==> src/rtl/bsg_upstream_pkg.sv <==
// Shared helpers for the upstream output serializer.
//   beat_idx_w : width of a beat index register for a given beat count
//   slice_off  : bit offset of (channel, beat) inside a core word
//   WORDS_SENT_W : width of the wrapping transmitted-word counter
package bsg_upstream_pkg;

  localparam int WORDS_SENT_W = 16;

  function automatic int beat_idx_w(input int beats);
    return (beats <= 2) ? 1 : $clog2(beats);
  endfunction

  // A channel's beats are contiguous in the core word, so channel c owns
  // bits [c*beats*ch_w +: beats*ch_w] and beat b is the b-th slice of that.
  function automatic int slice_off(input int c, input int b, input int beats,
                                   input int ch_w);
    return (c * beats + b) * ch_w;
  endfunction

endpackage

==> src/rtl/bsg_upstream_word_fifo.sv <==
// Word FIFO for the upstream serializer.
//   clk, rst   : clock, synchronous active-high reset
//   push_i     : write data_i when not full (push while full is dropped)
//   data_i     : W-bit word
//   pop_i      : remove head when not empty
//   head_o     : current head word, combinational from storage
//   empty_o    : no words held
//   full_o     : DEPTH words held
module bsg_upstream_word_fifo
  import bsg_upstream_pkg::*;
#(
  parameter int W     = 64,
  parameter int DEPTH = 4
) (
  input  logic         clk,
  input  logic         rst,
  input  logic         push_i,
  input  logic [W-1:0] data_i,
  input  logic         pop_i,
  output logic [W-1:0] head_o,
  output logic         empty_o,
  output logic         full_o
);

  localparam int PW = $clog2(DEPTH);
  localparam int CW = PW + 1;

  logic [W-1:0]  mem_q [DEPTH];
  logic [W-1:0]  mem_d [DEPTH];
  logic [PW-1:0] wr_ptr_q, wr_ptr_d;
  logic [PW-1:0] rd_ptr_q, rd_ptr_d;
  logic [CW-1:0] count_q,  count_d;
  logic          push_ok, pop_ok;

  assign full_o  = (count_q == CW'(DEPTH));
  assign empty_o = (count_q == '0);
  assign head_o  = mem_q[rd_ptr_q];

  assign push_ok = push_i && !full_o;
  assign pop_ok  = pop_i && !empty_o;

  always_comb begin
    mem_d    = mem_q;
    wr_ptr_d = wr_ptr_q;
    rd_ptr_d = rd_ptr_q;
    count_d  = count_q;
    if (push_ok) begin
      mem_d[wr_ptr_q] = data_i;
      wr_ptr_d        = wr_ptr_q + PW'(1);  // DEPTH is a power of two: natural wrap
    end
    if (pop_ok) rd_ptr_d = rd_ptr_q + PW'(1);
    case ({push_ok, pop_ok})
      2'b10:   count_d = count_q + CW'(1);
      2'b01:   count_d = count_q - CW'(1);
      default: count_d = count_q;
    endcase
  end

  always_ff @(posedge clk) begin
    if (rst) begin
      wr_ptr_q <= '0;
      rd_ptr_q <= '0;
      count_q  <= '0;
    end else begin
      wr_ptr_q <= wr_ptr_d;
      rd_ptr_q <= rd_ptr_d;
      count_q  <= count_d;
    end
  end

  // Storage needs no reset: stale entries are never presented while empty.
  always_ff @(posedge clk) begin
    mem_q <= mem_d;
  end

endmodule

==> src/rtl/bsg_upstream_out_serializer.sv <==
// Upstream off-chip output serializer: buffers core words in a FIFO and sends
// each as BEATS beats over CHANNELS parallel CH_W-bit channels.
//   clk, rst        : clock, synchronous active-high reset
//   core_valid_in   : core word valid; core_data_in : core word (W bits)
//   core_ready_out  : FIFO not full
//   io_ready        : link accepts current beat
//   io_valid_out    : beat valid (FIFO non-empty)
//   io_data_out     : beat data, channel c at [c*CH_W +: CH_W]; 0 when idle
//   io_last_out     : current beat is the last of its word
//   words_sent      : wrapping count of fully transmitted words
module bsg_upstream_out_serializer
  import bsg_upstream_pkg::*;
#(
  parameter  int CHANNELS = 4,
  parameter  int CH_W     = 8,
  parameter  int BEATS    = 2,
  parameter  int DEPTH    = 4,
  localparam int W        = CHANNELS * CH_W * BEATS
) (
  input  logic                     clk,
  input  logic                     rst,
  input  logic                     core_valid_in,
  input  logic [W-1:0]             core_data_in,
  output logic                     core_ready_out,
  input  logic                     io_ready,
  output logic                     io_valid_out,
  output logic [CHANNELS*CH_W-1:0] io_data_out,
  output logic                     io_last_out,
  output logic [WORDS_SENT_W-1:0]  words_sent
);

  localparam int BW = beat_idx_w(BEATS);
  localparam logic [BW-1:0] LAST_BEAT = BW'(BEATS - 1);

  logic [W-1:0]            head;
  logic                    empty, full;
  logic                    xfer, word_done;
  logic [BW-1:0]           cnt_q, cnt_d;
  logic [WORDS_SENT_W-1:0] words_sent_q, words_sent_d;

  // Ready comes from registered occupancy only, so a pop never frees a slot
  // for a push in the same cycle.
  bsg_upstream_word_fifo #(
    .W     (W),
    .DEPTH (DEPTH)
  ) u_fifo (
    .clk     (clk),
    .rst     (rst),
    .push_i  (core_valid_in),
    .data_i  (core_data_in),
    .pop_i   (word_done),
    .head_o  (head),
    .empty_o (empty),
    .full_o  (full)
  );

  assign core_ready_out = !full;
  assign io_valid_out   = !empty;
  assign io_last_out    = io_valid_out && (cnt_q == LAST_BEAT);
  assign xfer           = io_valid_out && io_ready;
  assign word_done      = xfer && (cnt_q == LAST_BEAT);
  assign words_sent     = words_sent_q;

  always_comb begin
    io_data_out = '0;
    if (io_valid_out) begin
      for (int c = 0; c < CHANNELS; c++) begin
        io_data_out[c*CH_W +: CH_W] = head[slice_off(c, int'(cnt_q), BEATS, CH_W) +: CH_W];
      end
    end
  end

  always_comb begin
    cnt_d        = cnt_q;
    words_sent_d = words_sent_q;
    if (xfer) begin
      if (word_done) begin
        cnt_d        = '0;
        words_sent_d = words_sent_q + WORDS_SENT_W'(1);
      end else begin
        cnt_d = cnt_q + BW'(1);
      end
    end
  end

  always_ff @(posedge clk) begin
    if (rst) begin
      cnt_q        <= '0;
      words_sent_q <= '0;
    end else begin
      cnt_q        <= cnt_d;
      words_sent_q <= words_sent_d;
    end
  end

endmodule
==> config.mk <==
export PLATFORM = sky130hd
export DESIGN_NAME = bsg_upstream_out_serializer
export DESIGN_NICKNAME = d
export VERILOG_FILES = /design/src/rtl/bsg_upstream_pkg.sv /design/src/rtl/bsg_upstream_word_fifo.sv /design/src/rtl/bsg_upstream_out_serializer.sv
export SDC_FILE = /design/constraint.sdc
export NUM_CORES = 1
export LEC_CHECK = 0
export CAP_MARGIN = 40
export CORE_MARGIN = 8
export CORE_UTILIZATION = 50
export DETAILED_ROUTE_END_ITERATION = 8
export HOLD_SLACK_MARGIN = 0.08
export PLACE_DENSITY = 0.83
export SLEW_MARGIN = 20
export SYNTH_ARGS = -nofsm -noshare
export SYNTH_HDL_FRONTEND = slang
export SYNTH_SLANG_ARGS = --single-unit
==> constraint.sdc <==
create_clock -name clk -period 2.3 [get_ports clk]
set_input_delay 0.23 -clock clk [delete_from_list [all_inputs] [get_ports clk]]
set_output_delay 0.23 -clock clk [all_outputs]
set_load 0.1 [all_outputs]
==> run_results.csv, run 1 <==
group,metric,value,unit
detailed_routing,ant_nets,0,
floorplanning,die_h,163.1,um
detailed_routing,drc,0,
logic_synthesis,synth_ff_type,"edfxtp_1",
power_and_ir_drop,intPower,0.01007,W
logic_synthesis,synth_area,10820,um^2
critical_path,worstPathArrival,2.23,ns
place,port_buffers,118,
cells_and_area,syn2layout_area_growth,36.89,%
sta,timing.final.ws_setup,-0.1620,ns
logic_synthesis,synth_edf_count,256,
sta,post-route-period-util,1.070,
power_and_ir_drop,p_leak,4.706,nW
cells_and_area,diodes,0,
floorplanning,io_pins,119,
critical_path,path_cells,"buf_4 > clkbuf_16 > mux4_2 > mux2i_4 > nor2_4 > buf_12",
cells_and_area,multi_input_area,3146,um^2
power_and_ir_drop,ir_worst_vdd,0.7380,mV
sta,tightest_slew,0.8427,ns
critical_path,crit_type,"reg2out",
sta,maxSlewViolCount,0,
sta,layout_min_cycle_time,2.462,ns
detailed_routing,wl_per_cell,23.62,um
critical_path,worst_setup_path_start_kind,"flip-flop",
power_and_ir_drop,pwr-share-clk,0.350,
sta,rsz0062_at_grt,"yes",
clocking,clock_latency,0.54,ns
detailed_routing,first_iter_violations,276,
global_routing,grt_antenna_before_repair,1,
cells_and_area,drive_above_1_share,0.3825,
cells_and_area,nets,773,
power_and_ir_drop,p_comb_frac,0.223,
place,place_ws,0.04637,ns
logic_synthesis,yosysSeqAreaShare,0.7549,
critical_path,crit_path_max_fanout,5,
power_and_ir_drop,powerDensity,931.9,nW/um^2
clocking,clock-sinks,280,
logic_synthesis,netlist_instances,541,
floorplanning,rows,54,
power_and_ir_drop,p_sw,0.003728,W
global_routing,grt_pass1_wl,35330,um
power_and_ir_drop,swShare,0.2701,
global_routing,grt_start_max_net_pins,36,
critical_path,slowest_delay,0.53,ns
detailed_routing,via_per_inst,5.696,
global_routing,grt_usage,0.1729,
status,violations,"setup timing",
critical_path,reg2reg_slack,0.06,ns
logic_synthesis,syn_avg_cell_area,20.00,um^2
status,status,"finished with violations",
logic_synthesis,yosys_warnings,0,
place,gp_congestion,0.7677,
worst_hold_path,min_path_type,"in2reg",
detailed_routing,dr.pass1.iters,4,
logic_synthesis,yosysUniqueCellTypes,33,
logic_synthesis,synth_fp_nets,616,
logic_synthesis,ys_seq_elements,280,
critical_path,critPathRequiredTime,2.07,ns
job,drv_cap,0,
place,place_area,13130,um^2
sta,hold_viol,0,
logic_synthesis,async_flop_share,0,
clocking,cts_max_path_buffers,3,
critical_path,crit_slowest_cell,"mux4_2",
clocking,cts_buffers,28,
place,dp_hpwl,13080,um
logic_synthesis,synth_area_leaders,"edfxtp_1 (71%), mux4_2 (13%), dfxtp_1 (4.4%)",
power_and_ir_drop,power,0.01380,W
floorplanning,die_w,163.1,um
logic_synthesis,synth_top_area_frac,0.7105,
global_routing,grt_pass1_vias,6103,
detailed_routing,wirelength,23600,um
clocking,tritoncts,"built",
detailed_routing,num_vias,5690,
floorplanning,dieArea,26600,um^2
sta,fin_skew,0.009752,ns
sta,max_slew_margin,0.4364,
clocking,cts_max_level,1,
global_routing,grt-ovfl-total,0,
sta,finalSetupViolCount,32,
cells_and_area,regArea,8189,um^2
cells_and_area,utilization,0.6872,
floorplanning,fp.coreArea,21550,um^2
power_and_ir_drop,sequentialPowerShare,0.427,
logic_synthesis,synth_top_area_cell,"edfxtp_1",
clocking,clk_pin_slew,0.06,ns
sta,fmax,406.2,MHz
cells_and_area,fin_area,14810,um^2
floorplanning,initial_utilization,0.5020,
clocking,root_buffer,"clkbuf_16",
critical_path,end_kind,"output pin",
cells_and_area,final.fill_count,1306,
[what timing repair did]
item                       4_1_cts  5_1_grt
setup endpoints to repair       32       33
gates resized for setup         43       27
hold buffers                     0        0
pin swaps                        1        1
buffers inserted                 6        1
cloned                           5        4
[worst max-delay path: cells and delay by family, from the launching register on]
family / cells / cell delay (ns)
multiplexers: 2 / 0.73
buffers and inverters: 3 / 0.51
flip-flops: 1 / 0.39
AND/OR/NAND/NOR: 1 / 0.06
[power groups by stage]
stage                     Combinational, W  Sequential, W  Clock [W]
after floorplan                    0.00172        0.00598          0
after global placement             0.00269        0.00597          0
after detailed placement           0.00275        0.00600          0
after CTS                          0.00295        0.00589    0.00492
after global routing               0.00320        0.00591    0.00513
final                              0.00308        0.00589    0.00483
[sequential cells by signal, indices dropped and copies added, names as in the netlist]
name             flops
words_sent          16
cnt_q                1
u_fifo.count_q       3
u_fifo.rd_ptr_q      2
u_fifo.mem_q       256
u_fifo.wr_ptr_q      2
[logic make-up (layout without fill, tap and decap cells)]
kind of cell / count (synthesis) / in the layout / synth area share
flip-flops: 280 / 280 / 0.7549
multiplexers: 96 / 96 / 0.1628
AND/OR/NAND/NOR: 88 / 88 / 0.03908
buffers and inverters: 35 / 213 / 0.01353
AO/OA/AOI/OAI: 22 / 22 / 0.01041
XOR/XNOR: 13 / 13 / 0.01052
adder cells (fa/ha/maj): 7 / 7 / 0.008788
[cell usage in the layout (no fill, tap or decap), drive strengths merged, types with 10 or more instances in the layout]
cell,synthesis,layout
mux4,64,64
edfxtp,256,256
nor2,46,46
inv,9,10
mux2i,32,32
a21oi,12,12
clkdlybuf4s50,0,67
dfxtp,24,24
buf,13,81
clkbuf,12,40
[layout make-up]
type                    count  area share
repair buffers            152      0.1417
flip-flops and latches    280      0.5529
inverters                  10    0.002534
multi-input cells         226      0.2124
clock inverters            15     0.01757
well taps                 280     0.02365
clock buffers              36     0.04933
[Yosys cell counts, drive strengths merged, types with 2 or more instances]
master  instances
nor3            3
or4             2
or3             9
mux4           64
nand4           4
and3            4
nand3           5
clkbuf         12
dfxtp          24
ha              6
buf            13
xor2            6
xnor2           7
a21oi          12
nor2           46
nand2           9
mux2i          32
edfxtp        256
o21ai           9
inv             9
[metal layers]
layer | vias to the layer above | share of wire | track usage
li1 | 2507 | - | -
met1 | 2966 | 0.40 | 0.2210
met2 | 180 | 0.52 | 0.2991
met3 | 35 | 0.056 | 0.03251
met4 | 2 | 0.017 | 0.04671
met5 | - | 0.00055 | 0
[final timing paths]
| kind | endpoint | from | cells after the start |
|---|---|---|---|
| hold / removal | u_fifo.mem_q[180] | core_data_in[52] | 1 |
| hold reg to reg | words_sent[1] | words_sent[1] | 2 |
| setup reg to reg | u_fifo.count_q[2] | u_fifo.count_q[2] | 9 |
| setup / recovery | io_data_out[30] | u_fifo.rd_ptr_q[0] | 6 |
[through the flow]
step	instances	TNS [ns]	hold slack, ns
finish	999	-3.730	0.3271
global placement	931	0	0.4706
floorplan	541	-0.1958	0.2917
detailed placement	932	0	0.4826
global route	999	-6.304	0.3172
CTS	994	-5.342	0.3052
(Power assumes the default switching activity.)
==> run 2: changes to the inputs <==
- PLACE_DENSITY: 0.83 -> 0.8
- clock period: 2.3 -> 2.7 ns (I/O delays scaled with it)
==> run 2 against run 1 <==
  * The flow now finishes without violations
  * First-iteration DRC count rose by 40%
  * Critical endpoint is now io_data_out[29]
  * Clock-buffer cell count fell by 1
  * Critical path depth fell by 1
  * Global-route usage fell by 0.51 points
  * Combinational power fell by 30%
  * Non-clock buffer count fell by 13
==> run_results.csv, run 2 (same netlist as run 1, synthesis figures left out) <==
group,metric,value,unit
floorplanning,initial_utilization,0.5020,
cells_and_area,utilization,0.6403,
sta,tns,0,ns
sta,layout_min_cycle_time,2.601,ns
global_routing,met1_usage,0.2065,
floorplanning,die_h,163.1,um
floorplanning,fp.coreArea,21550,um^2
cells_and_area,fin_area,13800,um^2
cells_and_area,syn2layout_area_growth,27.53,%
sta,fmax,384.5,MHz
global_routing,grt_antenna_before_repair,2,
global_routing,busiest_layer,"met2",
clocking,cts_buffers,28,
clocking,cts_max_path_buffers,3,
floorplanning,io_pins,119,
power_and_ir_drop,ir_worst_vdd,0.6430,mV
detailed_routing,ant_nets,0,
sta,tightest_slew,0.6954,ns
critical_path,worstPathArrival,2.33,ns
cells_and_area,final_common_cell,"edfxtp_1",
worst_hold_path,min_path_type,"in2reg",
detailed_routing,via_per_inst,5.647,
global_routing,grt_pass1_vias,6104,
global_routing,grt_pass1_wl,34580,um
power_and_ir_drop,powerDensity,787.9,nW/um^2
critical_path,reg2reg_slack,0.17,ns
cells_and_area,largest_reg_flops,256,
power_and_ir_drop,p_leak,4.432,nW
critical_path,crit_type,"reg2out",
critical_path,critPathRequiredTime,2.43,ns
critical_path,r2r_cells,9,
worst_hold_path,worstHoldStart,"core_data_in[21]",
worst_hold_path,hold_depth,1,
floorplanning,dieArea,26600,um^2
place,dp_hpwl,13900,um
clocking,clock-sinks,280,
global_routing,use_met3,0.04536,
sta,rsz0062_at_grt,"no",
global_routing,met2_usage,0.2893,
cells_and_area,mostFrequentLayoutCells,"edfxtp_1 (256), clkdlybuf4s50_1 (67), mux4_2 (64)",
cells_and_area,nets,760,
global_routing,grt_usage,0.1679,
floorplanning,die_w,163.1,um
job,drv_cap,0,
sta,max_slew_margin,0.5364,
critical_path,end_kind,"output pin",
place,port_buffers,118,
detailed_routing,wl_per_cell,22.66,um
global_routing,grt_start_max_net_pins,36,
critical_path,r2r_start,"u_fifo.count_q[2]",
clocking,cts_hold_buf,0,
detailed_routing,num_vias,5574,
global_routing,grt-ovfl-total,0,
status,status,"completed",
clocking,clock_latency,0.53,ns
sta,post-route-period-util,0.9632,
floorplanning,rows,54,
place,place_area,12840,um^2
detailed_routing,dr.pass1.iters,5,
sta,finalSetupViolCount,0,
cells_and_area,drive_above_1_share,0.3102,
sta,fin_skew,0.008710,ns
critical_path,crit_path_max_fanout,18,
sta,maxSlewViolCount,0,
clocking,tritoncts,"built",
worst_hold_path,whs_endpoint,"u_fifo.mem_q[21]",
detailed_routing,first_iter_violations,387,
sta,hold_viol,0,
detailed_routing,drc,0,
detailed_routing,wirelength,22360,um
critical_path,worst_setup_path_start_kind,"flip-flop",
critical_path,r2r_end,"u_fifo.count_q[2]",
place,gp_congestion,0.7699,
clocking,cts_max_level,1,
clocking,root_buffer,"clkbuf_16",
cells_and_area,largest_register,"u_fifo.mem_q",
clocking,clk_pin_slew,0.06,ns
-- run 2: cell count changes in the layout (fill, tap and decap cells not counted), sizes merged --
| cell | delta |
|---|---|
| buf | -9 |
| bufinv | -5 |
| clkbuf | -5 |
| clkinv | +4 |
| clkinvlp | +2 |
| diode | +1 |
-- run 2: routing by layer --
layer / vias to the layer above / wire length (um) / share of wire
met3: 37 / 1530 / 0.068
met2: 190 / 11470 / 0.51
li1: 2473 / - / -
met4: 4 / 394 / 0.018
met5: - / 27 / 0.0012
met1: 2870 / 8939 / 0.40
-- run 2: timing repair --
| item | 4_1_cts | 5_1_grt |
|---|---|---|
| cloned | 0 | 0 |
| buffers inserted | 3 | 1 |
| resized for setup | 0 | 3 |
| endpoints found under the setup margin | 25 | 5 |
-- run 2: worst max path at each step --
stage | start | endpoint | cells past startpoint
2_1_floorplan | u_fifo.count_q[2] | u_fifo.count_q[2] | 9
3_3_place_gp | u_fifo.count_q[2] | u_fifo.count_q[2] | 9
3_5_place_dp | u_fifo.count_q[2] | u_fifo.count_q[2] | 9
4_1_cts | u_fifo.rd_ptr_q[1] | io_data_out[22] | 5
5_1_grt | u_fifo.rd_ptr_q[0] | io_data_out[29] | 5
6_report | u_fifo.rd_ptr_q[0] | io_data_out[29] | 5
-- run 2: layout make-up --
cell class	count	area, um^2
Sequential cell	280	8177
Fill cell	1400	7754
Multi-Input combinational cell	226	2616
Timing Repair Buffer	139	1738
Clock buffer	35	748.2
Tap cell	280	350.3
Clock inverter	16	130.1
Inverter	10	37.54
Antenna cell	1	2.502
-- run 2: critical path: stages (launching register included) --
cell     delay [ns]
dfxtp_4        0.46
buf_12         0.22
mux4_2         0.51
mux2i_1        0.31
nor2_2         0.09
buf_12         0.20
-- run 2: report_power, final --
part / switching [W] / internal (W)
logic: 0.00139 / 0.000782
registers: 0.0000639 / 0.00496
clock network: 0.00153 / 0.00215
total: 0.00298 / 0.00789
-- run 2: metrics by stage --
step | worst slack [ns] | hold slack [ns] | power, W | std cells
after floorplan | 0.01189 | 0.3391 | 0.006441 | 541
after global placement | 0.2195 | 0.4726 | 0.007243 | 930
after detailed placement | 0.1548 | 0.5051 | 0.007287 | 930
after CTS | 0.01373 | 0.3467 | 0.01098 | 984
after global routing | 0.002149 | 0.3600 | 0.01121 | 986
final | 0.09947 | 0.3724 | 0.01087 | 987
==> run 3: changes to the inputs <==
- CTS_BUF_LIST: not set -> sky130_fd_sc_hd__clkbuf_8 sky130_fd_sc_hd__clkbuf_16
==> run 3 against run 2 <==
  * Power decreased by 0.22%
  * Clock power about the same
  * Sequential power about the same
  * Sequential share of layout area unchanged
  * Wire length about the same
  * Critical path depth unchanged
  * Cell count unchanged
==> run_results.csv, run 3 (same netlist as run 1, synthesis figures left out) <==
group,metric,value,unit
critical_path,crit_path_max_fanout,18,
global_routing,grt_antenna_before_repair,2,
cells_and_area,mostFrequentLayoutCells,"edfxtp_1 (256), clkdlybuf4s50_1 (67), mux4_2 (64)",
power_and_ir_drop,p_leak,4.456,nW
floorplanning,rows,54,
clocking,cts_max_level,1,
floorplanning,die_w,163.1,um
global_routing,grt-ovfl-total,0,
sta,post-route-period-util,0.9638,
cells_and_area,syn2layout_area_growth,27.53,%
critical_path,crit_type,"reg2out",
floorplanning,initial_utilization,0.5020,
sta,hold_viol,0,
worst_hold_path,whs_endpoint,"u_fifo.mem_q[21]",
place,place_inst,930,
status,status,"completed",
detailed_routing,dr.pass1.iters,5,
sta,rsz0062_at_grt,"no",
sta,finalSetupViolCount,0,
critical_path,r2r_cells,9,
floorplanning,io_pins,119,
place,gp_congestion,0.7699,
global_routing,use_met3,0.04536,
global_routing,met2_usage,0.2893,
detailed_routing,wirelength,22370,um
global_routing,grt_pass1_vias,6104,
power_and_ir_drop,ir_worst_vdd,0.6420,mV
critical_path,critPathRequiredTime,2.43,ns
cells_and_area,nets,760,
clocking,cts_max_path_buffers,3,
global_routing,grt_usage,0.1679,
sta,fin_skew,0.008416,ns
place,dp_hpwl,13900,um
place,port_buffers,118,
cells_and_area,largest_register,"u_fifo.mem_q",
cells_and_area,drive_above_1_share,0.3102,
critical_path,r2r_end,"u_fifo.count_q[2]",
critical_path,r2r_start,"u_fifo.count_q[2]",
sta,max_slew_margin,0.5363,
clocking,clock_latency,0.53,ns
worst_hold_path,worstHoldStart,"core_data_in[21]",
detailed_routing,via_per_inst,5.662,
cells_and_area,fin_cells,987,
sta,layout_min_cycle_time,2.602,ns
sta,hold_ws,0.3700,ns
cells_and_area,utilization,0.6403,
clocking,clk_pin_slew,0.06,ns
critical_path,end_kind,"output pin",
cells_and_area,largest_reg_flops,256,
floorplanning,fp.coreArea,21550,um^2
clocking,clock-sinks,280,
sta,tns,0,ns
critical_path,worst_setup_path_start_kind,"flip-flop",
global_routing,grt_pass1_wl,34580,um
critical_path,worstPathArrival,2.33,ns
cells_and_area,final_common_cell,"edfxtp_1",
clocking,tritoncts,"built",
global_routing,met1_usage,0.2065,
detailed_routing,first_iter_violations,394,
worst_hold_path,hold_depth,1,
sta,maxSlewViolCount,0,
global_routing,grt_start_max_net_pins,36,
worst_hold_path,min_path_type,"in2reg",
job,drv_cap,0,
power_and_ir_drop,powerDensity,786.1,nW/um^2
clocking,root_buffer,"clkbuf_16",
detailed_routing,drc,0,
sta,fmax,384.3,MHz
global_routing,busiest_layer,"met2",
floorplanning,dieArea,26600,um^2
detailed_routing,wl_per_cell,22.67,um
clocking,cts_buffers,28,
floorplanning,die_h,163.1,um
sta,tightest_slew,0.6956,ns
detailed_routing,num_vias,5588,
clocking,cts_hold_buf,0,
detailed_routing,ant_nets,0,
critical_path,reg2reg_slack,0.17,ns
## run 3: cell types whose count changed in the layout (fill, tap and decap cells not counted)
cell      before  now
clkbuf_1       6    0
inv_1          9   15
## run 3: through the flow
stage          total power [W]  instance area, um^2  setup WS [ns]
6_report               0.01085                13800        0.09770
5_1_grt                0.01119                13800       0.002149
4_1_cts                0.01096                13740        0.01373
3_5_place_dp          0.007287                12840         0.1548
3_3_place_gp          0.007243                12840         0.2195
2_1_floorplan         0.006441                10910        0.01189
## run 3: worst max-delay path by stage
stage / end / from
after floorplan: u_fifo.count_q[2] / u_fifo.count_q[2]
after CTS: io_data_out[22] / u_fifo.rd_ptr_q[1]
final: io_data_out[29] / u_fifo.rd_ptr_q[0]
after global routing: io_data_out[29] / u_fifo.rd_ptr_q[0]
after global placement: u_fifo.count_q[2] / u_fifo.count_q[2]
after detailed placement: u_fifo.count_q[2] / u_fifo.count_q[2]
## run 3: per-layer routing
metal | wire [um] | vias to the layer above
met5 | 27 | -
met1 | 8946 | 2885
li1 | - | 2470
met2 | 11500 | 194
met3 | 1520 | 35
met4 | 380 | 4
## run 3: report_power, final
group          internal [W]  total (W)  switching [W]
logic              0.000782    0.00217        0.00139
registers           0.00496    0.00503      0.0000642
clock network       0.00212    0.00365        0.00153
## run 3: layout make-up
class	instances	area, um^2
sequential	280	8177
fill	1400	7754
timing repair buffer	139	1738
clock buffer	29	725.7
inverter	10	37.54
multi-input combinational	226	2616
clock inverter	22	152.6
antenna	1	2.502
tap	280	350.3
## run 3: repair_timing
action	in CTS	in global routing
buffers inserted	3	1
resized for setup	0	3
setup endpoints to repair	25	5
gates cloned	0	0
## run 3: worst max-delay path, stage by stage (launching register included)
cell	delay (ns)
dfxtp_4	0.46
buf_12	0.22
mux4_2	0.51
mux2i_1	0.31
nor2_2	0.09
buf_12	0.20
